`config.mk`:
```
export PLATFORM = sky130hd
export DESIGN_NAME = exe_stage
export DESIGN_NICKNAME = d
export VERILOG_FILES = /design/src/rtl/exe_stage_pkg.sv /design/src/rtl/alu.sv /design/src/rtl/div_unit.sv /design/src/rtl/exe_stage.sv
export SDC_FILE = /design/constraint.sdc
export NUM_CORES = 1
export LEC_CHECK = 0
export BUFFER_PORTS_ARGS = -buffer_cell sky130_fd_sc_hd__buf_4
export CAP_MARGIN = 20
export CORE_ASPECT_RATIO = 0.8
export CORE_MARGIN = 2
export CORE_UTILIZATION = 40
export DETAILED_ROUTE_END_ITERATION = 8
export PLACE_DENSITY = 0.67
export SLEW_MARGIN = 10
export SYNTH_ARGS = -nofsm -noshare
export SYNTH_HDL_FRONTEND = slang
export SYNTH_SLANG_ARGS = --single-unit
```
`constraint.sdc`:
```
create_clock -name clk -period 9 [get_ports clk]
set_clock_uncertainty 0.2 [all_clocks]
set_input_delay 1.8 -clock clk [delete_from_list [all_inputs] [get_ports clk]]
set_output_delay 1.8 -clock clk [all_outputs]
set_load 0.1 [all_outputs]
```
`src/rtl/exe_stage_pkg.sv`:
```
// Shared definitions for the execute stage: bus widths, md_op bit positions,
// divider state encodings and the decode-to-execute bus layout.
package exe_stage_pkg;

  localparam int DS_TO_ES_BUS_WD = 147;
  localparam int ES_TO_MS_BUS_WD = 77;

  localparam int MD_DIV  = 0;
  localparam int MD_DIVU = 1;
  localparam int MD_MFHI = 2;
  localparam int MD_MFLO = 3;

  typedef enum logic [1:0] {
    DIV_IDLE = 2'd0,
    DIV_BUSY = 2'd1,
    DIV_DONE = 2'd2
  } div_state_e;

  // Field order is MSB first, matching the packed decode bus.
  typedef struct packed {
    logic [3:0]  md_op;
    logic        exception;
    logic [4:0]  excode;
    logic        src2_is_zero;
    logic [11:0] alu_op;
    logic        load_op;
    logic        src1_is_sa;
    logic        src1_is_pc;
    logic        src2_is_imm;
    logic        src2_is_8;
    logic        gr_we;
    logic        mem_we;
    logic [4:0]  dest;
    logic [15:0] imm;
    logic [31:0] rs_value;
    logic [31:0] rt_value;
    logic [31:0] pc;
  } ds_bus_t;

endpackage

```
`src/rtl/alu.sv`:
```
// One-hot controlled 32-bit ALU: add, sub, slt, sltu, and, nor, or, xor,
// sll, srl, sra, lui (bit 0 through bit 11 of alu_op).
module alu (
  input  logic [11:0] alu_op,
  input  logic [31:0] alu_src1,
  input  logic [31:0] alu_src2,
  output logic [31:0] alu_result
);

  logic        op_sub;
  logic [31:0] adder_b;
  logic [32:0] adder_sum;
  logic        slt_res;
  logic        sltu_res;
  logic [31:0] sra_res;

  // sub, slt and sltu all share the adder as src1 + ~src2 + 1.
  assign op_sub    = alu_op[1] | alu_op[2] | alu_op[3];
  assign adder_b   = op_sub ? ~alu_src2 : alu_src2;
  assign adder_sum = {1'b0, alu_src1} + {1'b0, adder_b} + {32'd0, op_sub};
  assign slt_res   = (alu_src1[31] & ~alu_src2[31])
                   | (~(alu_src1[31] ^ alu_src2[31]) & adder_sum[31]);
  assign sltu_res  = ~adder_sum[32];
  assign sra_res   = $signed(alu_src2) >>> alu_src1[4:0];

  always_comb begin
    alu_result = ({32{alu_op[0] | alu_op[1]}} & adder_sum[31:0])
               | ({32{alu_op[2]}}  & {31'd0, slt_res})
               | ({32{alu_op[3]}}  & {31'd0, sltu_res})
               | ({32{alu_op[4]}}  & (alu_src1 & alu_src2))
               | ({32{alu_op[5]}}  & ~(alu_src1 | alu_src2))
               | ({32{alu_op[6]}}  & (alu_src1 | alu_src2))
               | ({32{alu_op[7]}}  & (alu_src1 ^ alu_src2))
               | ({32{alu_op[8]}}  & (alu_src2 << alu_src1[4:0]))
               | ({32{alu_op[9]}}  & (alu_src2 >> alu_src1[4:0]))
               | ({32{alu_op[10]}} & sra_res)
               | ({32{alu_op[11]}} & {alu_src2[15:0], 16'd0});
  end

endmodule

```
`src/rtl/div_unit.sv`:
```
// Iterative restoring divider for exe_stage (present when DIV_EN is defined):
// one quotient bit per cycle on operand magnitudes, sign fix-up on the way out.
module div_unit
  import exe_stage_pkg::*;
(
  input  logic        clk,
  input  logic        resetn,
  input  logic        start,
  input  logic        flush,
  input  logic        accept,
  input  logic        sign,
  input  logic [31:0] dividend,
  input  logic [31:0] divisor,
  output div_state_e  state,
  output logic [31:0] quotient,
  output logic [31:0] remainder
);

  div_state_e  state_reg;
  logic [4:0]  cnt_reg;
  logic [31:0] rem_reg;
  logic [31:0] quo_reg;
  logic [31:0] dsr_reg;
  logic        q_neg_reg;
  logic        r_neg_reg;
  logic        zero_reg;
  logic [31:0] abs_dividend;
  logic [31:0] abs_divisor;
  logic [32:0] step_tmp;
  logic [32:0] step_diff;
  logic        step_ge;

  assign abs_dividend = (sign & dividend[31]) ? -dividend : dividend;
  assign abs_divisor  = (sign & divisor[31])  ? -divisor  : divisor;

  // Shift the next dividend bit into the partial remainder and try a subtract.
  assign step_tmp  = {rem_reg, quo_reg[31]};
  assign step_diff = step_tmp - {1'b0, dsr_reg};
  assign step_ge   = ~step_diff[32];

  always_ff @(posedge clk or negedge resetn) begin
    if (!resetn) begin
      state_reg <= DIV_IDLE;
      cnt_reg   <= '0;
      rem_reg   <= '0;
      quo_reg   <= '0;
      dsr_reg   <= '0;
      q_neg_reg <= 1'b0;
      r_neg_reg <= 1'b0;
      zero_reg  <= 1'b0;
    end else if (flush) begin
      state_reg <= DIV_IDLE;
    end else begin
      case (state_reg)
        DIV_IDLE: begin
          if (start) begin
            state_reg <= DIV_BUSY;
            cnt_reg   <= '0;
            rem_reg   <= '0;
            quo_reg   <= abs_dividend;
            dsr_reg   <= abs_divisor;
            q_neg_reg <= sign & (dividend[31] ^ divisor[31]);
            r_neg_reg <= sign & dividend[31];
            zero_reg  <= (divisor == 32'd0);
          end
        end
        DIV_BUSY: begin
          rem_reg <= step_ge ? step_diff[31:0] : step_tmp[31:0];
          quo_reg <= {quo_reg[30:0], step_ge};
          cnt_reg <= cnt_reg + 5'd1;
          if (cnt_reg == 5'd31) state_reg <= DIV_DONE;
        end
        DIV_DONE: begin
          if (accept) state_reg <= DIV_IDLE;
        end
        default: state_reg <= DIV_IDLE;
      endcase
    end
  end

  // A zero divisor leaves the core with an all-ones quotient and |dividend|
  // as remainder; only the quotient must bypass the sign fix-up.
  assign state     = state_reg;
  assign quotient  = zero_reg  ? 32'hFFFF_FFFF : (q_neg_reg ? -quo_reg : quo_reg);
  assign remainder = r_neg_reg ? -rem_reg : rem_reg;

endmodule

```
`src/rtl/exe_stage.sv`:
```
// MIPS execute stage: operand select, ALU, data-SRAM request and forwarding
// info for decode. DIV_EN adds the iterative divider with HI/LO registers.
module exe_stage
  import exe_stage_pkg::*;
(
  input  logic                       clk,
  input  logic                       resetn,
  input  logic                       flush,
  input  logic                       ms_allowin,
  output logic                       es_allowin,
  input  logic                       ds_to_es_valid,
  input  logic [DS_TO_ES_BUS_WD-1:0] ds_to_es_bus,
  output logic                       es_to_ms_valid,
  output logic [ES_TO_MS_BUS_WD-1:0] es_to_ms_bus,
  output logic                       es_load_op,
  output logic [31:0]                es_to_ds_result,
  output logic [4:0]                 ES_dest,
  output logic                       data_sram_en,
  output logic [3:0]                 data_sram_wen,
  output logic [31:0]                data_sram_addr,
  output logic [31:0]                data_sram_wdata
);

  ds_bus_t     es_bus_reg;
  logic        es_valid_reg;
  logic        es_ready_go;
  logic        store_en;
  logic [31:0] src1;
  logic [31:0] src2;
  logic [31:0] alu_result;
  logic [31:0] hi_val;
  logic [31:0] lo_val;
  logic [31:0] es_result;

  assign es_allowin     = ~es_valid_reg | (es_ready_go & ms_allowin);
  assign es_to_ms_valid = es_valid_reg & es_ready_go;

  always_ff @(posedge clk or negedge resetn) begin
    if (!resetn) begin
      es_valid_reg <= 1'b0;
    end else if (flush) begin
      es_valid_reg <= 1'b0;
    end else if (es_allowin) begin
      es_valid_reg <= ds_to_es_valid;
    end
  end

  always_ff @(posedge clk or negedge resetn) begin
    if (!resetn) begin
      es_bus_reg <= '0;
    end else if (ds_to_es_valid & es_allowin) begin
      es_bus_reg <= ds_to_es_bus;
    end
  end

  assign src1 = es_bus_reg.src1_is_sa ? {27'd0, es_bus_reg.imm[10:6]} :
                es_bus_reg.src1_is_pc ? es_bus_reg.pc : es_bus_reg.rs_value;
  assign src2 = (es_bus_reg.src2_is_imm & es_bus_reg.src2_is_zero) ? {16'd0, es_bus_reg.imm} :
                es_bus_reg.src2_is_imm ? {{16{es_bus_reg.imm[15]}}, es_bus_reg.imm} :
                es_bus_reg.src2_is_8   ? 32'd8 : es_bus_reg.rt_value;

  alu u_alu (
    .alu_op     (es_bus_reg.alu_op),
    .alu_src1   (src1),
    .alu_src2   (src2),
    .alu_result (alu_result)
  );

  assign es_result = es_bus_reg.md_op[MD_MFHI] ? hi_val :
                     es_bus_reg.md_op[MD_MFLO] ? lo_val : alu_result;

`ifdef DIV_EN
  div_state_e  div_state;
  logic        div_op;
  logic        div_start;
  logic        div_accept;
  logic [31:0] quotient;
  logic [31:0] remainder;
  logic [31:0] hi_reg;
  logic [31:0] lo_reg;

  // An excepting divide is not a divide: it must flow through in one cycle.
  assign div_op      = (es_bus_reg.md_op[MD_DIV] | es_bus_reg.md_op[MD_DIVU]) & ~es_bus_reg.exception;
  assign div_start   = es_valid_reg & div_op & ~flush;
  assign div_accept  = es_to_ms_valid & ms_allowin;
  assign es_ready_go = ~div_op | (div_state == DIV_DONE);

  div_unit u_div (
    .clk       (clk),
    .resetn    (resetn),
    .start     (div_start),
    .flush     (flush),
    .accept    (div_accept),
    .sign      (es_bus_reg.md_op[MD_DIV]),
    .dividend  (es_bus_reg.rs_value),
    .divisor   (es_bus_reg.rt_value),
    .state     (div_state),
    .quotient  (quotient),
    .remainder (remainder)
  );

  always_ff @(posedge clk or negedge resetn) begin
    if (!resetn) begin
      hi_reg <= '0;
      lo_reg <= '0;
    end else if (div_accept & div_op & (div_state == DIV_DONE) & ~flush) begin
      hi_reg <= remainder;
      lo_reg <= quotient;
    end
  end

  assign hi_val = hi_reg;
  assign lo_val = lo_reg;
`else
  logic unused_md_op;

  assign unused_md_op = ^es_bus_reg.md_op[MD_DIVU:MD_DIV];
  assign es_ready_go  = 1'b1;
  assign hi_val       = 32'd0;
  assign lo_val       = 32'd0;
`endif

  assign es_to_ms_bus = {es_bus_reg.exception, es_bus_reg.excode, es_bus_reg.load_op,
                         es_bus_reg.gr_we, es_bus_reg.dest, es_result, es_bus_reg.pc};

  assign es_load_op      = es_valid_reg & es_bus_reg.load_op;
  assign es_to_ds_result = es_result;
  assign ES_dest         = (es_valid_reg & es_bus_reg.gr_we) ? es_bus_reg.dest : 5'd0;

  assign store_en        = es_valid_reg & es_bus_reg.mem_we & ~es_bus_reg.exception & ~flush;
  assign data_sram_en    = es_valid_reg & (es_bus_reg.load_op | es_bus_reg.mem_we);
  assign data_sram_addr  = es_result;
  assign data_sram_wdata = es_bus_reg.rt_value;

  for (genvar gi = 0; gi < 4; gi++) begin : g_wen
    assign data_sram_wen[gi] = store_en;
  end

endmodule
```
Yosys cells after proc, flatten, opt, wreduce, memory -nomap -nowiden
Index checks and enable logic that the tools add are counted.
{ "word_totals": {"in_bits": 152, "regBits": 148, "output_inout_bits": 186} }
{ "classes": {"reduce_logical": 1, "bitwise": 49, "mux": 11, "add_sub_neg": 2, "shift": 3} }
{ "op_table": {"columns": ["op", "n"], "rows": [
  ["bitwise OR 32 bit", 11],
  ["AND 32 bit", 10],
  ["2-to-1 mux 32 bit", 8],
  ["AND 32 x 1 -> 32 bit", 2],
  ["NOT 32 bit", 2],
  ["adder 32 x 32 -> 33 bit", 1],
  ["adder 33 x 1 -> 33 bit", 1],
  ["left shift 32 x 5 -> 32 bit", 1],
  ["right shift 32 x 5 -> 32 bit", 1],
  [">>> shifter 32 x 5 -> 32 bit", 1],
  ["XOR 32 bit", 1],
  ["AND 1 bit", 10],
  ["NOT 1 bit", 6],
  ["bitwise OR 1 bit", 6],
  ["2-to-1 mux 5 bit", 1],
  ["2-to-1 mux 1 bit", 2],
  ["nonzero test 2 bit", 1],
  ["XOR 1 bit", 1]
]} }

Depth between registers and ports, before layout
{ "depth": {"word_depth": 22, "depth_mapped": 19, "depth_no_buf": 15} }

Hierarchy
A second synthesis with hierarchy kept.
{ "hier_totals": {"cells_unflattened": 1688, "area_unflattened_um2": 15660.0} }
{ "by_module_without_submodules": {"columns": ["module", "cells_each", "seq_area_each_um2", "n_inst", "area_per_inst_um2"], "rows": [
  ["exe_stage", 621, 3653.5, 1, 7848.8],
  ["alu", 1067, 0.0, 1, 7811.2]
]} }

Worst setup path before layout
No wires, ideal clock.
{ "synth_path": {"kind": "register to output", "start": "register es_bus_reg[119] (netlist bit)", "end": "output port es_to_ds_result[26]", "slack_ns": 0.633, "stages_incl_launch_ff": 18, "t_required_ns": 7.000, "arrival_ns": 6.367, "path_buffers": 5, "cell_sequence": "dfrtp_1 nor2_1 clkbuf_1 clkbuf_1 clkbuf_1 buf_1 a21oi_1 xor2_1 ha_1 nand2_2 or4_1 or4b_1 o211a_2 o31a_1 xnor2_1 nand2_1 a31oi_1 buf_4"} }
{ "synth_via": {"elab_chain_len": 20, "elab_cells_between_ends": 35, "classes_between": "add/sub: 2; shift: 3; mux: 6; bitwise: 24"} }
{ "synth_lines": {"columns": ["item", "line", "rtl"], "rows": [
  ["from (decl)", "exe_stage.sv:24", "ds_bus_t es_bus_reg;"],
  ["from (signal assigned)", "exe_stage.sv:52", "es_bus_reg <= ds_to_es_bus;"],
  ["2-to-1 mux 32 bit *", "exe_stage.sv:60", "es_bus_reg.src2_is_8 ? 32'd8 : es_bus_reg.rt_value;"],
  ["2-to-1 mux 32 bit *", "exe_stage.sv:59", "es_bus_reg.src2_is_imm ? {{16{es_bus_reg.imm[15]}}, es_bus_reg.imm} :"],
  ["2-to-1 mux 32 bit *", "exe_stage.sv:58", "assign src2 = (es_bus_reg.src2_is_imm & es_bus_reg.src2_is_zero) ? {16'd0, es_bus_reg.imm} :"],
  ["NOT 32 bit", "alu.sv:19", "assign adder_b = op_sub ? ~alu_src2 : alu_src2;"],
  ["2-to-1 mux 32 bit", "alu.sv:19", null],
  ["adder 32 x 32 -> 33 bit", "alu.sv:20", "assign adder_sum = {1'b0, alu_src1} + {1'b0, adder_b} + {32'd0, op_sub};"],
  ["adder 33 x 1 -> 33 bit", "alu.sv:20", null],
  ["AND 32 bit", "alu.sv:27", "alu_result = ({32{alu_op[0] | alu_op[1]}} & adder_sum[31:0])"],
  ["[... 4 more ...]", null, null],
  ["bitwise OR 32 bit", "alu.sv:32", "| ({32{alu_op[6]}} & (alu_src1 | alu_src2))"],
  ["bitwise OR 32 bit", "alu.sv:33", "| ({32{alu_op[7]}} & (alu_src1 ^ alu_src2))"],
  ["bitwise OR 32 bit", "alu.sv:34", "| ({32{alu_op[8]}} & (alu_src2 << alu_src1[4:0]))"],
  ["bitwise OR 32 bit", "alu.sv:35", "| ({32{alu_op[9]}} & (alu_src2 >> alu_src1[4:0]))"],
  ["bitwise OR 32 bit", "alu.sv:36", "| ({32{alu_op[10]}} & sra_res)"],
  ["bitwise OR 32 bit *", "alu.sv:37", "| ({32{alu_op[11]}} & {alu_src2[15:0], 16'd0});"],
  ["2-to-1 mux 32 bit *", "exe_stage.sv:70", "es_bus_reg.md_op[MD_MFLO] ? lo_val : alu_result;"],
  ["2-to-1 mux 32 bit *", "exe_stage.sv:69", "assign es_result = es_bus_reg.md_op[MD_MFHI] ? hi_val :"],
  ["to (decl)", "exe_stage.sv:16", "output logic [31:0] es_to_ds_result,"]
]} }
Mark *: on every way between the ends. The rest lies on a longest branch, timed or not.

Final worst setup path
{ "layout_path": {"start": "register es_bus_reg[119] (netlist bit)", "end": "output port data_sram_addr[30]"} }
{ "layout_via": {"elab_chain_len": 20, "elab_cells_between_ends": 35, "classes_between": "add/sub: 2; shift: 3; mux: 6; bitwise: 24"} }
{ "layout_lines": {"columns": ["item", "line", "rtl"], "rows": [
  ["2-to-1 mux 32 bit *", "exe_stage.sv:60", null],
  ["2-to-1 mux 32 bit *", "exe_stage.sv:59", null],
  ["2-to-1 mux 32 bit *", "exe_stage.sv:58", null],
  ["NOT 32 bit", "alu.sv:19", null],
  ["2-to-1 mux 32 bit", "alu.sv:19", null],
  ["adder 32 x 32 -> 33 bit", "alu.sv:20", null],
  ["adder 33 x 1 -> 33 bit", "alu.sv:20", null],
  ["AND 32 bit", "alu.sv:27", null],
  ["[... 4 more ...]", null, null],
  ["bitwise OR 32 bit", "alu.sv:32", null],
  ["bitwise OR 32 bit", "alu.sv:33", null],
  ["bitwise OR 32 bit", "alu.sv:34", null],
  ["bitwise OR 32 bit", "alu.sv:35", null],
  ["bitwise OR 32 bit", "alu.sv:36", null],
  ["bitwise OR 32 bit *", "alu.sv:37", null],
  ["2-to-1 mux 32 bit *", "exe_stage.sv:70", null],
  ["2-to-1 mux 32 bit *", "exe_stage.sv:69", null],
  ["to (decl)", "exe_stage.sv:20", "output logic [31:0] data_sram_addr,"]
]} }
Marked as above.

==> results_dict.tcl <==
set metrics [dict create \
    status "finished, final reports clean" \
    yosysMostFrequentCell "mux2_2" \
    routed_wl_mm 66.31 \
    rows 65 \
    synth_seq_area_share 0.2313 \
    tightest_slew_ns 1.100 \
    ant_nets 0 \
    vias 15570 \
    netlist_top_cells_count "162 x mux2_2, 160 x nand2_1, 147 x buf_4, 146 x dfrtp_1" \
    synth_area_leaders "dfrtp_1 23%, mux2_2 12%, mux2i_1 8.4%, ha_1 7.7%, buf_4 7.0%" \
    holdCritPathClass "flop to flop" \
    syn-num-nets 2122 \
    ys_seq_elements 146 \
    diodes 0 \
    grt_pass1_vias 14910 \
    r2r_slack_ns 5.88 \
    routed_via_density 6.149 \
    die_w_um 226.2 \
    largest_reg_flops 68 \
    cts_setup_buffers 0 \
    grt_busiest_layer "met2" \
    internal_power_mw 2.251 \
    synth-xor-area-share 0.03105 \
    min_period_ns 7.995 \
    use_met1 0.4456 \
    wl_per_cell_um 26.19 \
    layout-drive-gt1-share 0.3096 \
    cp.arrival_ns 6.00 \
    grtUsageMet2 0.4726 \
    yosysTopAreaCell "dfrtp_1" \
    hold_violations 0 \
    peakVddDrop_mv 0.1962 \
    start_kind "flop" \
    start_util 0.4030 \
    p_per_area_nw_per_um2 301.5 \
    area_delta_synth_final_pct 15.96 \
    io_pins 338 \
    pwr-share-clk 0.134 \
    grt_use_total 0.3189 \
    drt_iter0_markers 1799 \
    cts-root-buf "clkbuf_16" \
    coreArea_sq_um 39200 \
    rsz0062_at_grt "no" \
    switchingPower_mw 3.272 \
    path_common_cell "buf_4" \
    crit_fanout 25 \
    post-route-period-util 0.8884 \
    drc 0 \
    synth_compound_area_frac 0.2131 \
    clock_sink_count 146 \
    antenna_found_initial 0 \
    place_hpwl_mm 50.43 \
    synth-async-reset-ratio 1.000 \
    clock_latency_ns 0.45 \
    dieArea_sq_um 41110 \
    synth_top_family_by_area "compound AO/OA/AOI/OAI gates" \
    end_kind "output pin" \
    yosys_warnings 0 \
    grt_pass1_wl_mm 97.35 \
    tns_ns 0 \
    met3_usage 0.07120 \
    whs_ns 0.3028 \
    maxSlewHeadroom 0.2668 \
    sequentialPowerShare 0.152 \
    critPathTopFamily "simple AND/OR/NAND/NOR gates" \
    maxCapViolCount 0 \
    slew_viol_final 0 \
    max_stage_delay_ns 0.67 \
    ys_types 80 \
    cts.reportedPaths.clkPinSlew_ns 0.06 \
    synth_cells 1872 \
    grt_max_degree 82 \
    synth_edf_count 0 \
    first_pass_iters 6 \
    crit_type "flop to output pin" \
    yosys.area_share.simple 0.1127 \
    numPortBuffers 335 \
    setup_viol 0 \
    crit_chain "nor2_2, buf_4, a21oi_1, xor2_1, ha_1, nand2_1, or4_1, or4b_1, o211a_2, o31a_1, o21ai_2, nor4b_1, o41a_1, buf_4" \
    yosys.area_share.adder 0.07810 \
    place_congestion 0.9934 \
    clockBufferDepth 2 \
    htree_levels 4 \
    cts_tree "built" \
    synth_area_sq_um 15800 \
    hold_buffers 0 \
    clock.fmax_ghz 0.1251 \
    die_height_um 181.7 \
    worst_ep_required_time_ns 7.00 \
    leakagePower_nw 8.437 \
    cts_buffers 17 \
    swShare 0.5924 \
    cp_slowest_cell "nor2_2" \
    cts_resized 0 \
    path_buf_inv 2 \
    syn_area_per_cell_sq_um 8.438 \
    ys.flop_type "dfrtp_1" \
    pwr-share-comb 0.714 \
    gr-total-overflow 0 \
    fin_nets 2233 \
    synth_top_area_share 0.2313 \
    muxShareOfSynthArea 0.2112 \
]
[layout make-up]
class	instances	area [sq um]
clock inverters	11	151.4
flip-flops and latches	146	3656
fillers	3820	20880
clock buffers	21	450.4
well taps	536	670.6
multi-input cells	1362	10230
inverters	78	292.8
repair buffers	378	2861
[worst reg2reg max path, stage by stage (launching register included)]
cell and delay (ns):
dfrtp_1 0.51, nand2b_1 0.18, nand2_4 0.74, buf_4 0.84, mux2_2 0.52
[metrics by stage]
| step | area (sq um) | instances | utilization | power [mW] | setup WS (ns) |
|---|---|---|---|---|---|
| 2_1_floorplan | 15800 | 1872 | - | 3.781 | 0.6331 |
| 3_3_place_gp | 17690 | 2499 | 0.4512 | 4.684 | 1.710 |
| 3_5_place_dp | 17690 | 2499 | 0.4512 | 4.691 | 1.633 |
| 4_1_cts | 18290 | 2531 | 0.4666 | 5.444 | 1.105 |
| 5_1_grt | 18320 | 2532 | 0.4673 | 5.742 | 0.7085 |
| 6_report | 18320 | 2532 | 0.4673 | 5.522 | 1.005 |
[worst paths after layout]
| kind | start | to | cells after the start |
|---|---|---|---|
| worst max register to register | es_to_ms_valid$_DFFE_PN0P_ | es_to_ms_bus[27]$_DFFE_PN0P_ | 4 |
| worst min-delay path | es_bus_reg[94]$_DFFE_PN0P_ | es_bus_reg[94]$_DFFE_PN0P_ | 1 |
| worst max-delay path | es_bus_reg[119]$_DFFE_PN0P_ | data_sram_addr[30] | 14 |
| worst min register to register | es_bus_reg[94]$_DFFE_PN0P_ | es_bus_reg[94]$_DFFE_PN0P_ | 1 |
| max in group asynchronous | resetn | data_sram_wdata[30]$_DFFE_PN0P_ | 3 |
| min in group asynchronous | resetn | es_to_ms_bus[17]$_DFFE_PN0P_ | 1 |
[metal layers]
| metal | vias up | wire (um) |
|---|---|---|
| li1 | 6905 | - |
| met1 | 7616 | 28430 |
| met2 | 927 | 28500 |
| met3 | 121 | 6699 |
| met4 | 0 | 2682 |
| met5 | - | 0 |
[placed cells by master, fill, tap and decap left out, types with 29 or more instances in the layout]
| cell type | Yosys | final |
|---|---|---|
| a21oi_1 | 132 | 132 |
| nand3_1 | 32 | 32 |
| nand2_1 | 160 | 159 |
| nor2_1 | 106 | 105 |
| dfrtp_1 | 146 | 144 |
| inv_1 | 64 | 64 |
| mux2_2 | 162 | 162 |
| buf_4 | 147 | 376 |
| a22oi_1 | 29 | 29 |
| mux2i_1 | 132 | 132 |
| o211ai_1 | 34 | 34 |
| o21ai_1 | 48 | 48 |
| o21ai_0 | 43 | 43 |
| ha_1 | 97 | 97 |
| xnor2_1 | 30 | 30 |
[power by group through the flow]
stage,Combinational (mW),Sequential (mW),Clock (mW)
2_1_floorplan,2.98,0.798,0
6_report,3.94,0.839,0.740
3_5_place_dp,3.84,0.849,0
3_3_place_gp,3.84,0.845,0
4_1_cts,3.85,0.837,0.753
5_1_grt,4.10,0.852,0.786
[cell families (layout without fill, tap and decap cells)]
kind of cell	Yosys count	in the layout
AOI/OAI and AO/OA	508	508
xor gates and xnor gates	56	56
adders and majority gates	98	98
buffers and inverters	364	488
DFF	146	146
muxes	304	304
and+or+nand+nor	396	396
Power figures use the tool's default switching activity.
